==> config.mk <==
export PLATFORM = sky130hd
export DESIGN_NAME = mem_arbiter
export DESIGN_NICKNAME = d
export VERILOG_FILES = /design/src/rtl/cpu_types_pkg.sv /design/src/rtl/mem_arb_streak.sv /design/src/rtl/mem_arbiter.sv
export SDC_FILE = /design/constraint.sdc
export NUM_CORES = 1
export LEC_CHECK = 0
export CAP_MARGIN = 0
export CORE_AREA = 5 5 101 103
export DETAILED_ROUTE_END_ITERATION = 8
export DIE_AREA = 0 0 106 108
export PLACE_DENSITY = 0.65
export SETUP_SLACK_MARGIN = 0.05
export SLEW_MARGIN = 20
export SYNTH_ARGS = -nofsm -noshare
export SYNTH_HDL_FRONTEND = slang
export SYNTH_HIERARCHICAL = 1
export SYNTH_SLANG_ARGS = --single-unit
==> constraint.sdc <==
create_clock -name CLK -period 2.13 [get_ports CLK]
set_input_delay 0.213 -clock CLK [delete_from_list [all_inputs] [get_ports CLK]]
set_output_delay 0.213 -clock CLK [all_outputs]
set_load 0.02 [all_outputs]
==> src/rtl/cpu_types_pkg.sv <==
// ============================================================================
// cpu_types_pkg
// Shared types for the memory-side blocks of the CPU.
//   word_t      : 32-bit data/address word
//   ramstate_t  : RAM handshake state (FREE, BUSY, ACCESS, ERROR)
//   arb_state_t : mem_arbiter grant state (IDLE, DGRANT, IGRANT)
// ============================================================================
package cpu_types_pkg;

    typedef logic [31:0] word_t;

    typedef enum logic [1:0] {
        FREE   = 2'd0,
        BUSY   = 2'd1,
        ACCESS = 2'd2,
        ERROR  = 2'd3
    } ramstate_t;

    typedef enum logic [1:0] {
        IDLE   = 2'd0,
        DGRANT = 2'd1,
        IGRANT = 2'd2
    } arb_state_t;

endpackage

==> src/rtl/mem_arb_streak.sv <==
// ============================================================================
// mem_arb_streak
// Saturating counter of consecutive dcache words completed while the icache
// is waiting. Clear has priority over increment.
// Ports:
//   CLK, nRST : clock, asynchronous active-low reset
//   inc       : count one completed dcache word
//   clr       : clear the streak
//   count     : current streak value
//   sat       : count has reached MAX
// ============================================================================
module mem_arb_streak #(
    parameter int MAX = 4,
    parameter int W   = 3
) (
    input  logic         CLK,
    input  logic         nRST,
    input  logic         inc,
    input  logic         clr,
    output logic [W-1:0] count,
    output logic         sat
);

    assign sat = (count >= W'(MAX));

    // NOTE: state registers use non-blocking assignments so every flop samples
    // pre-edge values, independent of block evaluation order.
    always_ff @(posedge CLK, negedge nRST) begin
        if (!nRST)
            count <= '0;
        else if (clr)
            count <= '0;
        else if (inc && !sat)
            count <= count + 1'b1;
    end

endmodule

==> src/rtl/mem_arbiter.sv <==
// ============================================================================
// mem_arbiter
// Arbitrates the single-port RAM between the icache word fetch and the dcache
// read/write traffic. A dcache two-word block (first word daddr[2]==0) holds
// the bus for both words; otherwise the dcache wins ties unless the icache has
// watched MAX_DSTREAK dcache words go by, in which case it gets one grant.
//
// Optional feature: define MEM_ARB_STATS_EN to add icount/dcount, per-requester
// completed-word counters (cleared by reset, wrap at 2^32).
//
// Ports:
//   CLK, nRST                  : clock, asynchronous active-low reset
//   iREN, iaddr                : icache read request / word address
//   iwait, iload               : icache wait (low on completion) / read data
//   dREN, dWEN, daddr, dstore  : dcache read, write, word address, write data
//   dwait, dload               : dcache wait (low on completion) / read data
//   ramREN, ramWEN             : RAM read / write enable
//   ramaddr, ramstore          : RAM address / write data
//   ramload, ramstate          : RAM read data / handshake state
//   icount, dcount             : completed-word counters (MEM_ARB_STATS_EN)
// ============================================================================
module mem_arbiter
    import cpu_types_pkg::*;
#(
    parameter int MAX_DSTREAK = 4,
    parameter int STREAK_W    = 3
) (
    input  logic        CLK,
    input  logic        nRST,
    input  logic        iREN,
    input  word_t       iaddr,
    output logic        iwait,
    output word_t       iload,
    input  logic        dREN,
    input  logic        dWEN,
    input  word_t       daddr,
    input  word_t       dstore,
    output logic        dwait,
    output word_t       dload,
    output logic        ramREN,
    output logic        ramWEN,
    output word_t       ramaddr,
    output word_t       ramstore,
    input  word_t       ramload,
    input  logic [1:0]  ramstate
`ifdef MEM_ARB_STATS_EN
   ,output logic [31:0] icount,
    output logic [31:0] dcount
`endif
);

    arb_state_t          state, next_state;
    logic                second_word, next_second_word;
    logic [STREAK_W-1:0] streak;
    logic                streak_sat;

    ramstate_t rs;
    logic      dreq, acc, d_done, i_done, istarve;

    assign rs      = ramstate_t'(ramstate);
    assign dreq    = dREN | dWEN;
    assign acc     = (rs == ACCESS);
    assign d_done  = (state == DGRANT) && dreq && acc;
    assign i_done  = (state == IGRANT) && iREN && acc;
    assign istarve = iREN && (streak >= STREAK_W'(MAX_DSTREAK));

    // The streak only means something while the icache is waiting, so any
    // cycle without iREN (or an icache completion) resets it.
    mem_arb_streak #(
        .MAX (MAX_DSTREAK),
        .W   (STREAK_W)
    ) u_streak (
        .CLK   (CLK),
        .nRST  (nRST),
        .inc   (d_done && !streak_sat),
        .clr   (!iREN || i_done),
        .count (streak),
        .sat   (streak_sat)
    );

    // ------------------------------------------------------------------
    // Next-state logic. second_word marks the locked second half of a
    // two-word block so a run of even-word addresses is not one endless
    // burst; the starvation check happens in IDLE once the burst is over.
    // ------------------------------------------------------------------
    always_comb begin
        // NOTE: every combinational output gets a default first so no path
        // leaves it unassigned and infers a latch.
        next_state       = state;
        next_second_word = 1'b0;
        unique case (state)
            IDLE: begin
                if (dreq && !istarve)
                    next_state = DGRANT;
                else if (iREN)
                    next_state = IGRANT;
            end
            DGRANT: begin
                if (!dreq) begin
                    next_state = IDLE;
                end else if (acc) begin
                    if (!daddr[2] && !second_word) begin
                        next_state       = DGRANT;
                        next_second_word = 1'b1;
                    end else begin
                        next_state = IDLE;
                    end
                end else begin
                    next_second_word = second_word;
                end
            end
            IGRANT: begin
                if (!iREN || acc)
                    next_state = IDLE;
            end
            default: next_state = IDLE;
        endcase
    end

    always_ff @(posedge CLK, negedge nRST) begin
        if (!nRST) begin
            state       <= IDLE;
            second_word <= 1'b0;
        end else begin
            state       <= next_state;
            second_word <= next_second_word;
        end
    end

    // ------------------------------------------------------------------
    // Output mux: purely a function of the registered grant and the
    // current request/RAM inputs, so reset forces the idle values at once.
    // ------------------------------------------------------------------
    always_comb begin
        ramREN   = 1'b0;
        ramWEN   = 1'b0;
        ramaddr  = '0;
        ramstore = '0;
        iwait    = 1'b1;
        iload    = '0;
        dwait    = 1'b1;
        dload    = '0;
        unique case (state)
            DGRANT: begin
                ramaddr  = daddr;
                ramstore = dstore;
                ramWEN   = dWEN;
                ramREN   = dREN && !dWEN;   // write wins when both asserted
                if (d_done) begin
                    dwait = 1'b0;
                    dload = ramload;
                end
            end
            IGRANT: begin
                ramaddr = iaddr;
                ramREN  = iREN;
                if (i_done) begin
                    iwait = 1'b0;
                    iload = ramload;
                end
            end
            default: ;
        endcase
    end

`ifdef MEM_ARB_STATS_EN
    always_ff @(posedge CLK, negedge nRST) begin
        if (!nRST) begin
            icount <= '0;
            dcount <= '0;
        end else begin
            if (i_done) icount <= icount + 32'd1;
            if (d_done) dcount <= dcount + 32'd1;
        end
    end
`endif

endmodule

==> results.sh <==
export IMPL_max_clock_path_buffers=2
export IMPL_syn_cell_area_sq_um=1720
export IMPL_r2r_cells=8
export IMPL_synth_edf_count=0
export IMPL_num_vias=2697
export IMPL_grt_pass1_wl_microns=14900
export IMPL_power_density_nw_per_um2=582
export IMPL_cts_htree_levels=1
export IMPL_min_period_ns=2.03
export IMPL_clock_fmax_ghz=0.493
export IMPL_cts_hold_buffers=0
export IMPL_port_buffers=266
export IMPL_grt_pass1_vias=2824
export IMPL_synth_distinct_cells=32
export IMPL_synthesis_instances=243
export IMPL_setup_viol=0
export IMPL_setup_slack_ns=0.103
export IMPL_cap_violations=0
export IMPL_ys_flop_type="dfrtp_1"
export IMPL_start_util_pct=18.9
export IMPL_clockRootBuffer="clkbuf_8"
export IMPL_core_area_sq_um=9110
export IMPL_synth_top_area_cell="and2_1"
export IMPL_clkSinkCount=6
export IMPL_drtIter0Drc=84
export IMPL_leakage_nw=2.02
export IMPL_synth_common_cells="and2_1, nor2b_1, a22oi_1"
export IMPL_synth_seq_cells=6
export IMPL_clock_skew_ns=0.00256
export IMPL_cts_tree="built"
export IMPL_numCtsBuffers=3
export IMPL_rsz0062_at_grt="true"
export IMPL_worstHoldPathType="in -> async"
export IMPL_area_growth_pct=148
export IMPL_overflow=0
export IMPL_drive_above_1_share_pct=18.3
export IMPL_wl_microns=10200
export IMPL_drv_slew=0
export IMPL_die_area_sq_um=11400
export IMPL_clkTransAtPathRegs_ns=0.03
export IMPL_gp_congestion=0.869
export IMPL_dr_pass1_iters=4
export IMPL_rows=35
export IMPL_fin_cells=619
export IMPL_die_h_microns=108
export IMPL_worstMarginPinSlew_ns=0.328
export IMPL_synth_most_common_cell="and2_1"
export IMPL_wire_per_inst_microns=16.5
export IMPL_clk_latency_ns=0.22
export IMPL_drtAntennaViolNets=0
export IMPL_synth_area_leaders="and2_1, a22oi_1, nor2b_1, dfrtp_1, ha_1"
export IMPL_status="finished clean"
export IMPL_worstPathArrival_ns=1.81
export IMPL_dpl_cell_count=613
export IMPL_via_per_inst=4.36
export IMPL_avgSynthCellArea_sq_um=7.09
export IMPL_slew_limit_headroom_pct=77.9
export IMPL_die_x_microns=106
export IMPL_postCtsSetupBuffers=0
export IMPL_synth_async_reset_ratio_pct=100
export IMPL_fin_crit_sh_pct=95.2
export IMPL_dp_hpwl_microns=8540
export IMPL_cp_end_kind="primary output"
export IMPL_peakVddDrop_mv=0.282
export IMPL_yosysSeqAreaShare_pct=8.71
export IMPL_grt_max_degree=54
export IMPL_insertedDiodeCount=0
export IMPL_pre_cts_slack_ns=-0.165
export IMPL_synth_top_area_share_pct=34.5
export IMPL_antenna_found_initial=0
export IMPL_route_detailed_drc=0
export IMPL_crit_fanout=32
export IMPL_synthesis_nets=385
export IMPL_grt_usage_pct=16.4
export IMPL_cp_start_kind="flop"
export IMPL_nets=652
export IMPL_holdWs_ns=0.239
export IMPL_io_pins=267
export IMPL_crit_type="reg -> out"
export IMPL_final_hold_viol_count=0
export IMPL_crit_required_ns=1.92
export IMPL_yosysWarnings=6
[logic make-up after synthesis]
logic type	share of synthesized area (%)
adder cells (fa/ha/maj)	5.08
AND/OR/NAND/NOR	56.6
buffers and inverters	9.37
flip-flops	8.71
multiplexers	0.871
AO/OA/AOI/OAI	19.4
[path summary, 6_finish.rpt]
| kind | from | end | slack [ns] |
|---|---|---|---|
| setup / recovery | state[0] | iload[0] | 0.10 |
| hold / removal | nRST | u_streak/count[1] | 0.24 |
| setup reg to reg | state[1] | u_streak/count[0] | 0.30 |
| hold reg to reg | second_word | second_word | 0.55 |
| max in group asynchronous | nRST | state[1] | 1.67 |
| min in group CLK | second_word | second_word | 0.55 |
[worst max-delay path: stages (launching register included)]
cell           delay (ns)
dfrtp_1              0.41
inv_1                0.13
ha_2                 0.23
nand3_4              0.09
nor2_4               0.10
buf_12               0.17
and2_2               0.15
dlygate4sd2_1        0.32
[timing repair]
action / CTS / global route
pin swaps: 1 / 0
setup endpoints to repair: 127 / 94
resized for setup: 138 / 148
cloned: 3 / 0
[per-stage QoR]
stage | instance area, sq um | util [%] | TNS [ns] | power [mW]
after CTS | 4460 | 49.0 | 0 | 2.55
after detailed placement | 4530 | 49.7 | -7.74 | 2.54
after global routing | 4280 | 47.0 | 0 | 2.72
final | 4280 | 47.0 | 0 | 2.49
after floorplan | 1720 | - | 0 | 1.37
after global placement | 4530 | 49.7 | -6.11 | 2.53
[report_power, final]
part           switching (mW)  internal, mW  total, mW  leakage [nW]
Clock                  0.0416         0.121      0.162        0.0216
Combinational            1.16          1.02       2.18          1.91
Sequential             0.0159         0.131      0.147        0.0817
[cell type report]
class / count / area [sq um]
clock buffer: 3 / 41.3
timing repair buffer: 282 / 2480
inverter: 5 / 18.8
multi-input combinational: 212 / 1450
sequential: 6 / 150
fill: 938 / 4830
tap: 111 / 139
[flip-flops by register name, summed over array words and instances (netlist names)]
register / count
second_word: 1
state: 2
u_streak/count: 3
[layer usage]
metal / up-vias / GRT usage (%) / wire length (microns)
li1: 1341 / - / -
met1: 1196 / 16.1 / 3690
met2: 154 / 33.3 / 5520
met3: 6 / 5.67 / 937
met4: 0 / 2.50 / 62
met5: - / 0 / 0
[cells in the final DEF (no fill, tap or decap), types with 2 or more instances in the layout]
master / count
inv_1: 5
and2_2: 2
and3_4: 4
clkbuf_8: 3
a21boi_0: 2
dlygate4sd2_1: 43
nor2b_4: 2
clkdlybuf4s15_1: 27
nor2b_1: 33
dlymetal6s2s_1: 2
nor2_1: 5
o21ai_0: 6
dfrtp_1: 6
ha_1: 4
buf_4: 13
buf_12: 3
clkdlybuf4s50_1: 135
a21oi_1: 4
and2_1: 95
a22oi_1: 32
nand2_1: 6
clkbuf_2: 59
ha_2: 3
Power figures use the tool's default switching activity.
